[src/rtl/sparse_pe_seq.sv]
// ============================================================================
// Module      : sparse_pe_seq
// Description : Sparse-weight processing element. Stores tagged nonzero
//               weights and runs a sequenced MAC over a full feature window.
// Revision    : 1.0 - initial release
// ============================================================================
`default_nettype none

module sparse_pe_seq #(
    parameter int I_WIDTH   = 8,
    parameter int F_WIDTH   = 8,
    parameter int N         = 3,
    parameter int W_DEPTH   = 4,
    parameter int SEL_WIDTH = $clog2(N),
    parameter int CNT_WIDTH = $clog2(W_DEPTH + 1),
    parameter int ACC_WIDTH = I_WIDTH + F_WIDTH + $clog2(W_DEPTH + 1)
) (
    input  logic                        clk_i,
    input  logic                        rst_ni,
    input  logic                        w_load_i,
    input  logic signed [F_WIDTH-1:0]   w_weight_i,
    input  logic [SEL_WIDTH-1:0]        w_sel_i,
    input  logic                        w_clear_i,
    output logic [CNT_WIDTH-1:0]        w_count_o,
    input  logic                        window_rst_i,
    input  logic                        in_valid_i,
    output logic                        in_ready_o,
    input  logic signed [I_WIDTH-1:0]   in_feature_i,
    input  logic signed [ACC_WIDTH-1:0] psum_i,
    output logic                        out_valid_o,
    input  logic                        out_ready_i,
    output logic signed [ACC_WIDTH-1:0] out_psum_o
);

    localparam int FILL_WIDTH = $clog2(N + 1);
    localparam int PROD_WIDTH = I_WIDTH + F_WIDTH;
    localparam int IDX_WIDTH  = (W_DEPTH > 1) ? $clog2(W_DEPTH) : 1;

    localparam logic [FILL_WIDTH-1:0] FILL_FULL = FILL_WIDTH'(N);
    localparam logic [CNT_WIDTH-1:0]  DEPTH_CNT = CNT_WIDTH'(W_DEPTH);
    localparam logic [SEL_WIDTH:0]    N_SEL     = (SEL_WIDTH + 1)'(N);

    localparam logic [1:0] S_IDLE = 2'd0;
    localparam logic [1:0] S_MAC  = 2'd1;
    localparam logic [1:0] S_OUT  = 2'd2;

    logic [1:0]                  state;
    logic [SEL_WIDTH-1:0]        wsel [W_DEPTH];
    logic signed [F_WIDTH-1:0]   wval [W_DEPTH];
    logic [CNT_WIDTH-1:0]        count;
    logic [CNT_WIDTH-1:0]        idx;
    logic signed [I_WIDTH-1:0]   win  [N];
    logic [FILL_WIDTH-1:0]       fill;
    logic signed [ACC_WIDTH-1:0] acc;
    logic signed [ACC_WIDTH-1:0] out_psum;

    logic                        idle;
    logic                        accept;
    logic                        win_clr;
    logic                        load_ok;
    logic                        trigger;
    logic                        last;
    logic [FILL_WIDTH-1:0]       fill_base;
    logic [FILL_WIDTH-1:0]       fill_next;
    logic [IDX_WIDTH-1:0]        mac_ix;
    logic [IDX_WIDTH-1:0]        load_ix;
    logic signed [PROD_WIDTH-1:0] product;
    logic signed [ACC_WIDTH-1:0] acc_next;

    assign idle    = (state == S_IDLE);
    assign accept  = in_valid_i & idle;
    assign win_clr = window_rst_i & idle;
    assign load_ok = idle & w_load_i & ~w_clear_i & (count != DEPTH_CNT)
                   & ({1'b0, w_sel_i} < N_SEL);

    // Window reset takes effect before a coincident feature is counted.
    assign fill_base = win_clr ? '0 : fill;
    assign fill_next = !accept ? fill_base :
                       (fill_base == FILL_FULL) ? FILL_FULL : fill_base + 1'b1;
    assign trigger   = accept & (fill_next == FILL_FULL);

    assign mac_ix   = idx[IDX_WIDTH-1:0];
    assign load_ix  = count[IDX_WIDTH-1:0];
    assign product  = win[wsel[mac_ix]] * wval[mac_ix];
    assign acc_next = acc + {{(ACC_WIDTH - PROD_WIDTH){product[PROD_WIDTH-1]}}, product};
    assign last     = (idx == count - CNT_WIDTH'(1));

    always_ff @(posedge clk_i or negedge rst_ni) begin
        if (!rst_ni) begin
            state    <= S_IDLE;
            count    <= '0;
            idx      <= '0;
            fill     <= '0;
            acc      <= '0;
            out_psum <= '0;
            for (int i = 0; i < W_DEPTH; i++) begin
                wsel[i] <= '0;
                wval[i] <= '0;
            end
            for (int k = 0; k < N; k++) begin
                win[k] <= '0;
            end
        end else begin
            if (idle && w_clear_i) begin
                count <= '0;
            end else if (load_ok) begin
                wsel[load_ix] <= w_sel_i;
                wval[load_ix] <= w_weight_i;
                count         <= count + 1'b1;
            end

            if (accept) begin
                win[0] <= in_feature_i;
                for (int k = 1; k < N; k++) begin
                    win[k] <= win_clr ? '0 : win[k-1];
                end
            end else if (win_clr) begin
                for (int k = 0; k < N; k++) begin
                    win[k] <= '0;
                end
            end

            if (accept || win_clr) begin
                fill <= fill_next;
            end

            case (state)
                S_IDLE: begin
                    if (trigger) begin
                        acc <= psum_i;
                        idx <= '0;
                        if (count == '0) begin
                            out_psum <= psum_i;
                            state    <= S_OUT;
                        end else begin
                            state <= S_MAC;
                        end
                    end
                end
                S_MAC: begin
                    acc <= acc_next;
                    idx <= idx + 1'b1;
                    if (last) begin
                        out_psum <= acc_next;
                        state    <= S_OUT;
                    end
                end
                S_OUT: begin
                    if (out_ready_i) begin
                        state <= S_IDLE;
                    end
                end
                default: state <= S_IDLE;
            endcase
        end
    end

    assign in_ready_o  = idle;
    assign out_valid_o = (state == S_OUT);
    assign out_psum_o  = out_psum;
    assign w_count_o   = count;

endmodule

`default_nettype wire

[config.mk]
export PLATFORM = sky130hd
export DESIGN_NAME = sparse_pe_seq
export DESIGN_NICKNAME = d
export VERILOG_FILES = /design/src/rtl/sparse_pe_seq.sv
export SDC_FILE = /design/constraint.sdc
export NUM_CORES = 1
export LEC_CHECK = 0
export ABC_AREA = 1
export CORE_ASPECT_RATIO = 0.5
export CORE_MARGIN = 2
export CORE_UTILIZATION = 46
export CTS_CLUSTER_DIAMETER = 30
export DETAILED_ROUTE_END_ITERATION = 10
export PLACE_DENSITY = 0.76
export SETUP_SLACK_MARGIN = 0.02
export SLEW_MARGIN = 25
export SYNTH_ARGS = -nofsm -noshare
export SYNTH_HDL_FRONTEND = slang
export SYNTH_SLANG_ARGS = --single-unit
[constraint.sdc]
create_clock -name clk_i -period 10.8 [get_ports clk_i]
set_clock_uncertainty 0.05 [all_clocks]
set_input_delay 2.16 -clock clk_i [delete_from_list [all_inputs] [get_ports clk_i]]
set_output_delay 2.16 -clock clk_i [all_outputs]
set_load 0.01 [all_outputs]
==> results.cfg, run 1 <==
[critical_path]
critPathRequiredTime_ps = 11000
critPathSlowestCell = dfrtp_1
critPathLaunch = idx[0]
cp-endpoint = acc[18]
endpoint_kind = register
r2r_end = acc[18]
path_class = reg -> reg
r2r_start = idx[0]
worst_r2r_path_depth = 35
start_kind = register
r2r_setup_slack_ps = 3080
max_stage_delay_ps = 850
crit_arrival_ps = 7920
cp_top_family = adder cells
critPathBufInv = 8
cp_num_cells = 35
path_max_fanout = 25

[sta]
tns_ps = 0
fin_hold_ws_ps = 435
finalCritPeriodShare_pct = 71.5
max_freq_mhz = 129
fin_crit_ps = 7720
relSlewSlack_pct = 35.1
slew_viol_final = 0
worstMarginPinSlew_ps = 973
rsz0062_at_grt = false
setup_viol = 0
finalHoldViolCount = 0

[logic_synthesis]
synth_flop_cell = dfrtp_1
synth.top_cell.area_share_pct = 31.6
seq_area_frac_synth_pct = 31.6
synthTopCellsByArea = dfrtp_1 32%, fa_1 13%, nand2_1 10%
syn-instance-count = 1131
synth_area_um2 = 8860
syn_avg_cell_area_um2 = 7.83
yosysTopAreaCell = dfrtp_1
synth-async-reset-ratio_pct = 100
synth_edf_count = 0
synth_fp_nets = 1287
ys_ff_latch = 112
synth_cell_types = 48
ys_warn_count = 0

[floorplanning]
initial_utilization_pct = 47.6
dieArea_um2 = 20400
std_cell_rows = 35
die_h_um = 102
die_w_um = 200
core_area_um2 = 18600
io_pins = 68

[clocking]
postCtsSetupBuffers = 0
path_clk_slew_ps = 70
h-tree-depth = 3
post_cts_resized = 0
ctsHoldBuffers = 0
cts_tree = yes
cts-buffers-inserted = 9
clock-sinks = 112
clk_latency_ps = 360
cts_root_buf = clkbuf_16
clock_tree.buffer_depth = 2

[global_routing]
grt_antenna_before_repair = 0
grt_overflow = 0
track_usage_pct = 22.8
first_global_vias = 7554
grt_pass1_wl_um = 37400
grt_max_degree = 63

[cells_and_area]
area_growth_pct = 13.0
fin_area_um2 = 10000
num_antenna_cells = 0
final_nets = 1340
final_core_util_pct = 53.8
drive_gt1_share_pct = 6.06
fillerInstances = 1723

[route]
via_per_inst = 5.21
vias = 7541
drc = 0
drt_first_pass_iters = 5
antenna_left = 0
wirelength_um = 22000
drt_iter0_markers = 546
post_drt_wl_per_cell_um = 15.2

[place]
hpwlAfterDp_um = 17100
place_area_um2 = 9700
port_buffers = 67
place_congestion = 0.931

[job]
drv_cap = 0

[hold_path]
min_path_type = reg -> reg
min_path_cells = 2

[outcome]
outcome = finished clean
## layer usage
metal  GRT usage, %  wire, um  up-vias
met5              0         0        -
met4           5.86       270        0
met3           3.54      1150       24
met2           36.0      9620      197
met1           33.2     10900     3637
li1               -         -     3683
## through the flow
stage,std cells,worst slack (ps)
CTS,1447,3160
finish,1447,3080
floorplan,1131,4640
global route,1447,2430
global placement,1432,3360
detailed placement,1432,3230
## cell type report
class / instances / area (um2) / area share [%]
multi-input cells: 774 / 5080 / 50.7
flip-flops and latches: 112 / 2800 / 28.0
inverters: 218 / 818 / 8.18
repair buffers: 69 / 683 / 6.83
well taps: 259 / 324 / 3.24
clock buffers: 10 / 239 / 2.39
clock inverters: 5 / 65.1 / 0.650
## Yosys cell counts, types with 10 or more instances
cell type,count
o22ai_1,17
nand3_1,60
buf_2,12
nand2_1,245
dfrtp_1,112
nand2_2,11
o21ai_1,17
inv_1,209
ha_1,56
nor2_1,91
fa_1,56
a21oi_1,48
o21ai_0,79
xor2_1,10
## cells by family after synthesis
kind of cell	synth area share, %
flip-flops	31.6
buffers and inverters	11.1
adder cells (fa/ha/maj)	20.6
XOR/XNOR	1.78
multiplexers	0.254
AO/OA/AOI/OAI	13.9
AND/OR/NAND/NOR	20.8
## state kept, by name, indices dropped and copies added (netlist names)
register	cells
wval	32
win	24
acc	19
out_psum_o	19
wsel	8
idx	3
w_count_o	3
fill	2
state	2
## worst min-delay path by stage
stage,from,slack [ps],end
floorplan,acc[2],400,acc[2]
global placement,out_psum_o[4],410,out_psum_o[4]
detailed placement,out_psum_o[4],420,out_psum_o[4]
CTS,out_psum_o[4],430,out_psum_o[4]
global route,out_psum_o[2],470,out_psum_o[2]
finish,out_psum_o[4],430,out_psum_o[4]
## worst register-to-register path: cells and delay by family (launching register included)
family	cells	cell delay [ps]
compound gates	4	760
fa+ha+maj	6	3100
buf+inv	8	880
flops	1	850
simple gates	17	2000
## cells in the final DEF, fill, tap and decap left out, types with 11 or more instances in the layout
cell             instances
nor2_1                  90
o21ai_0                 79
dfrtp_1                112
nand2_1                245
nand3_1                 60
a21oi_1                 48
ha_1                    56
fa_1                    56
inv_1                  209
clkdlybuf4s50_1         66
o22ai_1                 17
nand2_2                 11
o21ai_1                 17
Power of run 1 is not shown: default switching activity piles up to over one toggle a cycle in this logic, so the estimate is an artifact.
==> run 2, diff against run 1 <==
==> constraint.sdc (replaced) <==
create_clock -name clk_i -period 7.4 [get_ports clk_i]
set_clock_uncertainty 0.05 [all_clocks]
set_input_delay 1.48 -clock clk_i [delete_from_list [all_inputs] [get_ports clk_i]]
set_output_delay 1.48 -clock clk_i [all_outputs]
set_load 0.01 [all_outputs]
==> run 2 against run 1 <==
Net effect:
- clock-buffer cell count rose by 1
- largest cell class unchanged
- first-iteration DRC count rose by 15%
- via count is 1.8% higher
- worst setup slack got worse by 2700 ps
- cell count increased by 0.97%
- flip-flop and latch count did not move
- maximum frequency up 11%
- critical path depth shrank 1
- non-clock buffer count rose by 12
- register-to-register slack got worse by 2700 ps
- die area unchanged
==> results.cfg, run 2 (synthesized netlist as in run 1, its figures left out) <==
[route]
post_drt_wl_per_cell_um = 15.6
drc = 0
via_per_inst = 5.26
drt_iter0_markers = 630
drt_first_pass_iters = 5
vias = 7679
wirelength_um = 22800
antenna_left = 0

[floorplanning]
std_cell_rows = 35
initial_utilization_pct = 47.6
core_area_um2 = 18600
io_pins = 68
die_h_um = 102
dieArea_um2 = 20400
die_w_um = 200

[cells_and_area]
regMostFlops = wval
area_growth_pct = 14.5
num_antenna_cells = 0
reg_top3 = wval (32), win (24)
drive_gt1_share_pct = 7.49
final_cell_mix = 245 x nand2_1, 209 x inv_1, 110 x dfrtp_1, 89 x nor2_1, 79 x o21ai_0
largest_reg_flops = 32
fin_area_um2 = 10100
final_nets = 1353
final_common_cell = nand2_1

[sta]
max_freq_mhz = 143
slew_viol_final = 0
relSlewSlack_pct = 34.2
finalCritPeriodShare_pct = 94.4
worstMarginPinSlew_ps = 985
fin_crit_ps = 6990
setup_viol = 0
finalWorstSetupSlack_ps = 415
tns_ps = 0
rsz0062_at_grt = false
finalHoldViolCount = 0

[critical_path]
path_class = reg -> reg
endpoint_kind = register
cp_common_cell = inv_1
path_max_fanout = 14
start_kind = register
critPathSlowestCell = fa_1
max_stage_delay_ps = 560
critPathRequiredTime_ps = 7590
crit_arrival_ps = 7180

[clocking]
cts_root_buf = clkbuf_16
cts_tree = yes
clock_tree.buffer_depth = 2
path_clk_slew_ps = 70
cts-buffers-inserted = 9
clk_latency_ps = 360
clock-sinks = 112
h-tree-depth = 3

[place]
place_area_um2 = 9750
port_buffers = 67
place_ws_ps = 264
hpwlAfterDp_um = 17300
place_congestion = 0.926

[global_routing]
first_global_vias = 7577
grt_pass1_wl_um = 37900
grt_overflow = 0
track_usage_pct = 23.1
grt_max_degree = 68
grt_antenna_before_repair = 0

[outcome]
outcome = finished clean

[hold_path]
min_path_type = reg -> reg

[job]
drv_cap = 0
-- run 2: changes by cell type in the layout (fill, tap and decap cells not counted), sizes merged --
cell,change
buf,+12
a31oi,+1
clkbuf,+1
-- run 2: timing repair --
item                                   in CTS  in global routing
setup endpoints to repair                   0                 18
setup buffers                               0                  6
endpoints found under the hold margin       0                  0
resized for setup                           0                 10
hold buffers                                0                  0
-- run 2: through the flow --
stage          cells  utilization, %  hold slack (ps)
3_5_place_dp    1438            52.4              408
6_report        1461            54.5              435
2_1_floorplan   1131               -              398
4_1_cts         1454            54.0              435
5_1_grt         1461            54.5              463
3_3_place_gp    1438            52.4              409
-- run 2: layout make-up --
type                       count  area [um2]
fill                        1735        8470
inverter                     218         823
sequential                   112        2810
clock inverter                 5        65.1
multi-input combinational    775        5110
clock buffer                  11         243
timing repair buffer          81         773
tap                          259         324
-- run 2: final timing paths --
path / slack, ps / start / depth (start not counted) / to
worst max-delay path: 410 / idx[1] / 34 / out_psum_o[18]
worst min-delay path: 440 / out_psum_o[6] / 2 / out_psum_o[6]
worst max register to register: 410 / idx[1] / 34 / out_psum_o[18]
worst min register to register: 440 / out_psum_o[6] / 2 / out_psum_o[6]
max in group asynchronous: 4900 / rst_ni / 2 / idx[0]
min in group asynchronous: 1080 / rst_ni / 1 / out_psum_o[0]
-- run 2: metal layers --
metal,GRT usage (%),vias up,wire length [um]
met3,4.30,30,1360
met4,4.59,0,208
met1,32.9,3681,11200
met2,37.5,251,10100
met5,0,-,0
li1,-,3717,-
-- run 2: critical path: cells and delay by family, from the launching register on --
kind            cells  cell delay, ps
simple gates       12            1600
flops               1             470
buf+inv             9             770
xor+xnor            1             160
fa+ha+maj           6            2900
compound gates      6             900
Power of run 2 is left out for the same reason.
